<file path="src/rtl/riscv_mem_pkg.sv">
// Shared definitions for the unified instruction/data memory port.
// Contents:
//   XLEN_DEF / AW_DEF - default word and byte-address widths
//   BE_W              - byte-enable width for the default word width
//   arb_state_t       - arbiter FSM states (3-bit encoding)
package riscv_mem_pkg;

  localparam int XLEN_DEF = 32;
  localparam int AW_DEF   = 32;
  localparam int BE_W     = XLEN_DEF / 8;

  typedef enum logic [2:0] {
    ST_IDLE   = 3'd0,
    ST_D_REQ  = 3'd1,
    ST_D_WAIT = 3'd2,
    ST_F_REQ  = 3'd3,
    ST_F_WAIT = 3'd4,
    ST_F_DROP = 3'd5
  } arb_state_t;

endpackage

</file>
<file path="src/rtl/mem_port_arbiter.sv">
// Arbiter sharing one single-ported unified memory between the fetch stage
// (IF) and the memory stage (MEM). One transaction is outstanding at a time;
// data accesses win over fetches because MEM holds the older instruction.
// Fetch responses killed by a taken branch (flush_f) are silently dropped.
//
// Ports:
//   clk, reset                       - clock, asynchronous active-high reset
//   if_req/if_addr                   - fetch request (address held while stalled)
//   if_ready/if_rdata                - one-cycle pulse with registered instruction
//   dm_req/dm_we/dm_addr/dm_wdata/dm_be - MEM-stage load/store request
//   dm_ready/dm_rdata                - one-cycle pulse, registered load data
//   flush_f                          - current fetch is wrong-path
//   stall_f/stall_m                  - combinational stall requests to pipeline
//   mem_req/mem_we/mem_addr/mem_wdata/mem_be/mem_gnt - memory request channel
//   mem_rvalid/mem_rdata             - memory response / write acknowledge
module mem_port_arbiter
  import riscv_mem_pkg::*;
#(
  parameter int XLEN = XLEN_DEF,
  parameter int AW   = AW_DEF
) (
  input  logic              clk,
  input  logic              reset,
  input  logic              if_req,
  input  logic [AW-1:0]     if_addr,
  output logic              if_ready,
  output logic [XLEN-1:0]   if_rdata,
  input  logic              dm_req,
  input  logic              dm_we,
  input  logic [AW-1:0]     dm_addr,
  input  logic [XLEN-1:0]   dm_wdata,
  input  logic [XLEN/8-1:0] dm_be,
  output logic              dm_ready,
  output logic [XLEN-1:0]   dm_rdata,
  input  logic              flush_f,
  output logic              stall_f,
  output logic              stall_m,
  output logic              mem_req,
  input  logic              mem_gnt,
  output logic              mem_we,
  output logic [AW-1:0]     mem_addr,
  output logic [XLEN-1:0]   mem_wdata,
  output logic [XLEN/8-1:0] mem_be,
  input  logic              mem_rvalid,
  input  logic [XLEN-1:0]   mem_rdata
);

  arb_state_t        state_q, state_d;
  logic              mem_req_q, mem_req_d;
  logic              mem_we_q, mem_we_d;
  logic [AW-1:0]     mem_addr_q, mem_addr_d;
  logic [XLEN-1:0]   mem_wdata_q, mem_wdata_d;
  logic [XLEN/8-1:0] mem_be_q, mem_be_d;
  logic              if_ready_q, if_ready_d;
  logic [XLEN-1:0]   if_rdata_q, if_rdata_d;
  logic              dm_ready_q, dm_ready_d;
  logic [XLEN-1:0]   dm_rdata_q, dm_rdata_d;

  // A requester whose ready pulse is showing this cycle still has its req
  // high; it must not be mistaken for a new request.
  logic dm_go, if_go, hs;

  assign dm_go = dm_req & ~dm_ready_q;
  assign if_go = if_req & ~if_ready_q & ~flush_f;
  // gnt only counts once mem_req is actually visible to the memory.
  assign hs    = mem_req_q & mem_gnt;

  always_comb begin
    state_d     = state_q;
    mem_req_d   = mem_req_q;
    mem_we_d    = mem_we_q;
    mem_addr_d  = mem_addr_q;
    mem_wdata_d = mem_wdata_q;
    mem_be_d    = mem_be_q;
    if_ready_d  = 1'b0;
    if_rdata_d  = if_rdata_q;
    dm_ready_d  = 1'b0;
    dm_rdata_d  = dm_rdata_q;

    unique case (state_q)
      ST_IDLE: begin
        if (dm_go) begin
          state_d     = ST_D_REQ;
          mem_we_d    = dm_we;
          mem_addr_d  = dm_addr;
          mem_wdata_d = dm_wdata;
          mem_be_d    = dm_be;
        end else if (if_go) begin
          state_d     = ST_F_REQ;
          mem_we_d    = 1'b0;
          mem_addr_d  = if_addr;
          mem_wdata_d = '0;
          mem_be_d    = '1;
        end
      end
      ST_D_REQ: begin
        mem_req_d = 1'b1;
        if (hs) begin
          mem_req_d = 1'b0;
          state_d   = ST_D_WAIT;
        end
      end
      ST_D_WAIT: begin
        if (mem_rvalid) begin
          state_d    = ST_IDLE;
          dm_ready_d = 1'b1;
          // A store acknowledge carries no data; keep the last load value.
          if (!mem_we_q) dm_rdata_d = mem_rdata;
        end
      end
      ST_F_REQ: begin
        if (flush_f) begin
          // Once granted the response is owed to us and must be absorbed.
          mem_req_d = 1'b0;
          state_d   = hs ? ST_F_DROP : ST_IDLE;
        end else if (hs) begin
          mem_req_d = 1'b0;
          state_d   = ST_F_WAIT;
        end else begin
          mem_req_d = 1'b1;
        end
      end
      ST_F_WAIT: begin
        if (mem_rvalid) begin
          state_d = ST_IDLE;
          if (!flush_f) begin
            if_ready_d = 1'b1;
            if_rdata_d = mem_rdata;
          end
        end else if (flush_f) begin
          state_d = ST_F_DROP;
        end
      end
      ST_F_DROP: begin
        if (mem_rvalid) state_d = ST_IDLE;
      end
      default: begin
        state_d   = ST_IDLE;
        mem_req_d = 1'b0;
      end
    endcase
  end

  always_ff @(posedge clk or posedge reset) begin
    if (reset) begin
      state_q     <= ST_IDLE;
      mem_req_q   <= 1'b0;
      mem_we_q    <= 1'b0;
      mem_addr_q  <= '0;
      mem_wdata_q <= '0;
      mem_be_q    <= '0;
      if_ready_q  <= 1'b0;
      if_rdata_q  <= '0;
      dm_ready_q  <= 1'b0;
      dm_rdata_q  <= '0;
    end else begin
      state_q     <= state_d;
      mem_req_q   <= mem_req_d;
      mem_we_q    <= mem_we_d;
      mem_addr_q  <= mem_addr_d;
      mem_wdata_q <= mem_wdata_d;
      mem_be_q    <= mem_be_d;
      if_ready_q  <= if_ready_d;
      if_rdata_q  <= if_rdata_d;
      dm_ready_q  <= dm_ready_d;
      dm_rdata_q  <= dm_rdata_d;
    end
  end

  assign mem_req   = mem_req_q;
  assign mem_we    = mem_we_q;
  assign mem_addr  = mem_addr_q;
  assign mem_wdata = mem_wdata_q;
  assign mem_be    = mem_be_q;
  assign if_ready  = if_ready_q;
  assign if_rdata  = if_rdata_q;
  assign dm_ready  = dm_ready_q;
  assign dm_rdata  = dm_rdata_q;

  assign stall_f = if_req & ~if_ready_q;
  assign stall_m = dm_req & ~dm_ready_q;

endmodule
</file>
<file path="config.mk">
export PLATFORM = sky130hd
export DESIGN_NAME = mem_port_arbiter
export DESIGN_NICKNAME = d
export VERILOG_FILES = /design/src/rtl/riscv_mem_pkg.sv /design/src/rtl/mem_port_arbiter.sv
export SDC_FILE = /design/constraint.sdc
export NUM_CORES = 1
export LEC_CHECK = 0
export CORE_MARGIN = 3
export CORE_UTILIZATION = 30
export DETAILED_ROUTE_END_ITERATION = 8
export DONT_BUFFER_PORTS = 1
export PLACE_DENSITY_LB_ADDON = 0.08
export SYNTH_ARGS = -nofsm -noshare
export SYNTH_HDL_FRONTEND = slang
export SYNTH_SLANG_ARGS = --single-unit
</file>
<file path="constraint.sdc">
create_clock -name clk -period 5.9 [get_ports clk]
set_input_delay 0.59 -clock clk [delete_from_list [all_inputs] [get_ports clk]]
set_output_delay 0.59 -clock clk [all_outputs]
set_load 0.01 [all_outputs]
</file>
==> reports/metrics.cfg <==
[final_layout]
antennaDiodeCount = 0
fillCellCount = 1886
final_nets = 505
layout_common_cells = 139 x dfrtp_1, 65 x mux2_2, 56 x mux2_4
drive_above_1_share_pct = 43.4
final_core_util_pct = 35.1
area_delta_synth_final_pct = 13.0
multiInputGateArea_mm2 = 0.00221
seq_area_mm2 = 0.00348
final_common_cell = dfrtp_1

[floorplanning]
pin_count = 278
fp.dieArea_mm2 = 0.0214
core_mm2 = 0.0190
die_y_um = 146
rows = 50
die_x_um = 146
start_util_pct = 31.1

[routing]
drtIter0Drc = 98
drc = 0
firstDrtPassIters = 6
avgRoutedWirePerCell_um = 21.7
vias_per_cell = 4.83
vias = 3079
wl_um = 13900
ant_nets = 0

[power]
ir_drop_mv = 0.214
p_leak_nw = 3.03
cellPowerDensity_mw_per_mm2 = 596

[worst_setup_path]
critPathMaxStageDelay_ns = 0.92
crit_path_end_kind = register
ff2ff_path_depth = 4
worstPathRequired_ns = 6.19
path_buf_inv = 1
crit_chain = nand2b_2 -> inv_2 -> o21a_2 -> mux2_2
worstPathArrival_ns = 3.16
cp_max_fo = 36
slowest_stage = o21a_2
cp.depth = 4
crit_family = compound AO/OA/AOI/OAI gates
startpoint_type = register
critPathKind = register to register

[clock_tree]
cts_hold_repair.buffers = 0
cts_buffers = 17
ctsResizeCount = 0
worstSkewPairLatency_ns = 0.41
cts_tree = built
root_buffer = clkbuf_16
clkTransAtPathRegs_ns = 0.06
htree_levels = 4
cts.sinks = 139
cts_buffer_depth = 2
post-cts-setup-buffers = 0

[logic_synthesis]
ys_types = 37
synth_flop_cell = dfrtp_1
ys.warnings.count = 0
netlist.area_leader.share_pct = 58.9
avgSynthCellArea_um2 = 16.1
synth_largest_area_cell = dfrtp_1
syn-num-nets = 506
ys_top_cells_by_area = dfrtp_1 59%, mux2_4 14%, mux2_2 12%
ys_ff_latch = 139
yosysSeqAreaShare_pct = 58.9
synth_area_mm2 = 0.00591
synth_edf_count = 0
async_flop_share_pct = 100
syn_inst = 366

[timing]
timing.fmax_mhz = 348
maxSlewViolCount = 0
final-hold-violation-count = 0
finalCritPeriodShare_pct = 48.8
skew_ns = 0.0105
fin_crit_ns = 2.88
worst_slack_ns = 3.02
rsz0062_at_grt = false
totalNegativeSetupSlack_ns = 0
final-setup-viol-count = 0
tightest_slew_ns = 1.22
relSlewSlack_pct = 18.5

[placed_design]
gp_congestion = 0.693
place_ws_ns = 2.94
hpwl_um = 9630
port_buffers = 0

[hold_path]
hp-class = input pin to asynchronous set/reset pin

[global_routing]
grt.busiest_layer = met2
grt_use_met1_pct = 14.3
grt_pass1_vias = 3403
antenna_found_initial = 0
grt_overflow_total = 0
grt_first_pass_wirelength_um = 21200
grt_start_max_net_pins = 73
use_met2_pct = 21.0
grt_use_met3_pct = 7.26
grt_use_total_pct = 12.8

[run_status]
status = completed

[flow_run]
maxCapViolCount = 0

[logic make-up (layout without fill, tap and decap cells)]
group                  after synthesis  in the layout  synth area share [%]
DFF                                139            139                  58.9
muxes                              128            128                  27.9
AOI/OAI and AO/OA                   50             50                  7.09
buffers and inverters               29             41                  3.85
and+or+nand+nor                     20             20                  2.24
[flip-flops by register name (all words and copies together) (netlist names)]
register,count
dm_rdata,32
dm_ready,1
if_rdata,32
if_ready,1
mem_addr,32
mem_be,4
mem_req,1
mem_wdata,32
mem_we,1
state_q,3
[stage by stage]
stage | cells | hold WS, ns | total power, mW | cell area [um2]
floorplan | 366 | 0.529 | 2.71 | 5910
global placement | 606 | 0.557 | 2.91 | 6070
detailed placement | 606 | 0.552 | 2.92 | 6070
CTS | 638 | 0.150 | 4.05 | 6680
global route | 638 | 0.165 | 4.21 | 6680
finish | 638 | 0.125 | 3.98 | 6680
[cell usage after synthesis (2+ instances only)]
library cell / count
dfrtp_1: 139
mux2_2: 65
mux2_4: 56
a22o_1: 33
buf_2: 14
mux2_1: 7
inv_1: 4
nand2_1: 4
nor2_1: 4
o22a_1: 4
buf_12: 3
buf_6: 3
o21ai_0: 3
a311oi_1: 2
buf_4: 2
buf_8: 2
[per-layer routing]
layer	share of wire, %	routed length (um)
met5	0	0
met4	0.99	137
met3	11	1500
met2	49	6850
met1	39	5380
[cell type report]
| class | count | area share [%] |
|---|---|---|
| clock buffer | 19 | 6.63 |
| clock inverter | 13 | 2.47 |
| timing repair buffer | 4 | 0.450 |
| sequential | 139 | 52.1 |
| tap | 260 | 4.87 |
| inverter | 5 | 0.356 |
| multi-input combinational | 198 | 33.1 |
[power by group]
part / internal [mW] / switching (mW) / leakage (nW) / total [mW]
clock: 0.679 / 0.416 / 0.286 / 1.09
combinational: 0.604 / 0.332 / 1.02 / 0.936
sequential: 1.38 / 0.564 / 1.73 / 1.95
[path summary, 6_finish.rpt]
path                                    startpoint                       end  slack, ns
setup / recovery                dm_ready$_DFF_PP0_  mem_addr[29]$_DFFE_PP0P_       3.02
hold / removal                               reset  dm_rdata[23]$_DFFE_PP0P_       0.13
setup reg to reg                dm_ready$_DFF_PP0_  mem_addr[29]$_DFFE_PP0P_       3.02
hold reg to reg            if_rdata[3]$_DFFE_PP0P_   if_rdata[3]$_DFFE_PP0P_       0.57
max in group asynchronous                    reset    state_q[2]$_DFFE_PP0P_       4.40
min in group clk                      mem_rdata[2]   if_rdata[2]$_DFFE_PP0P_       0.31
No activity file was read; power rests on OpenSTA's default activity.
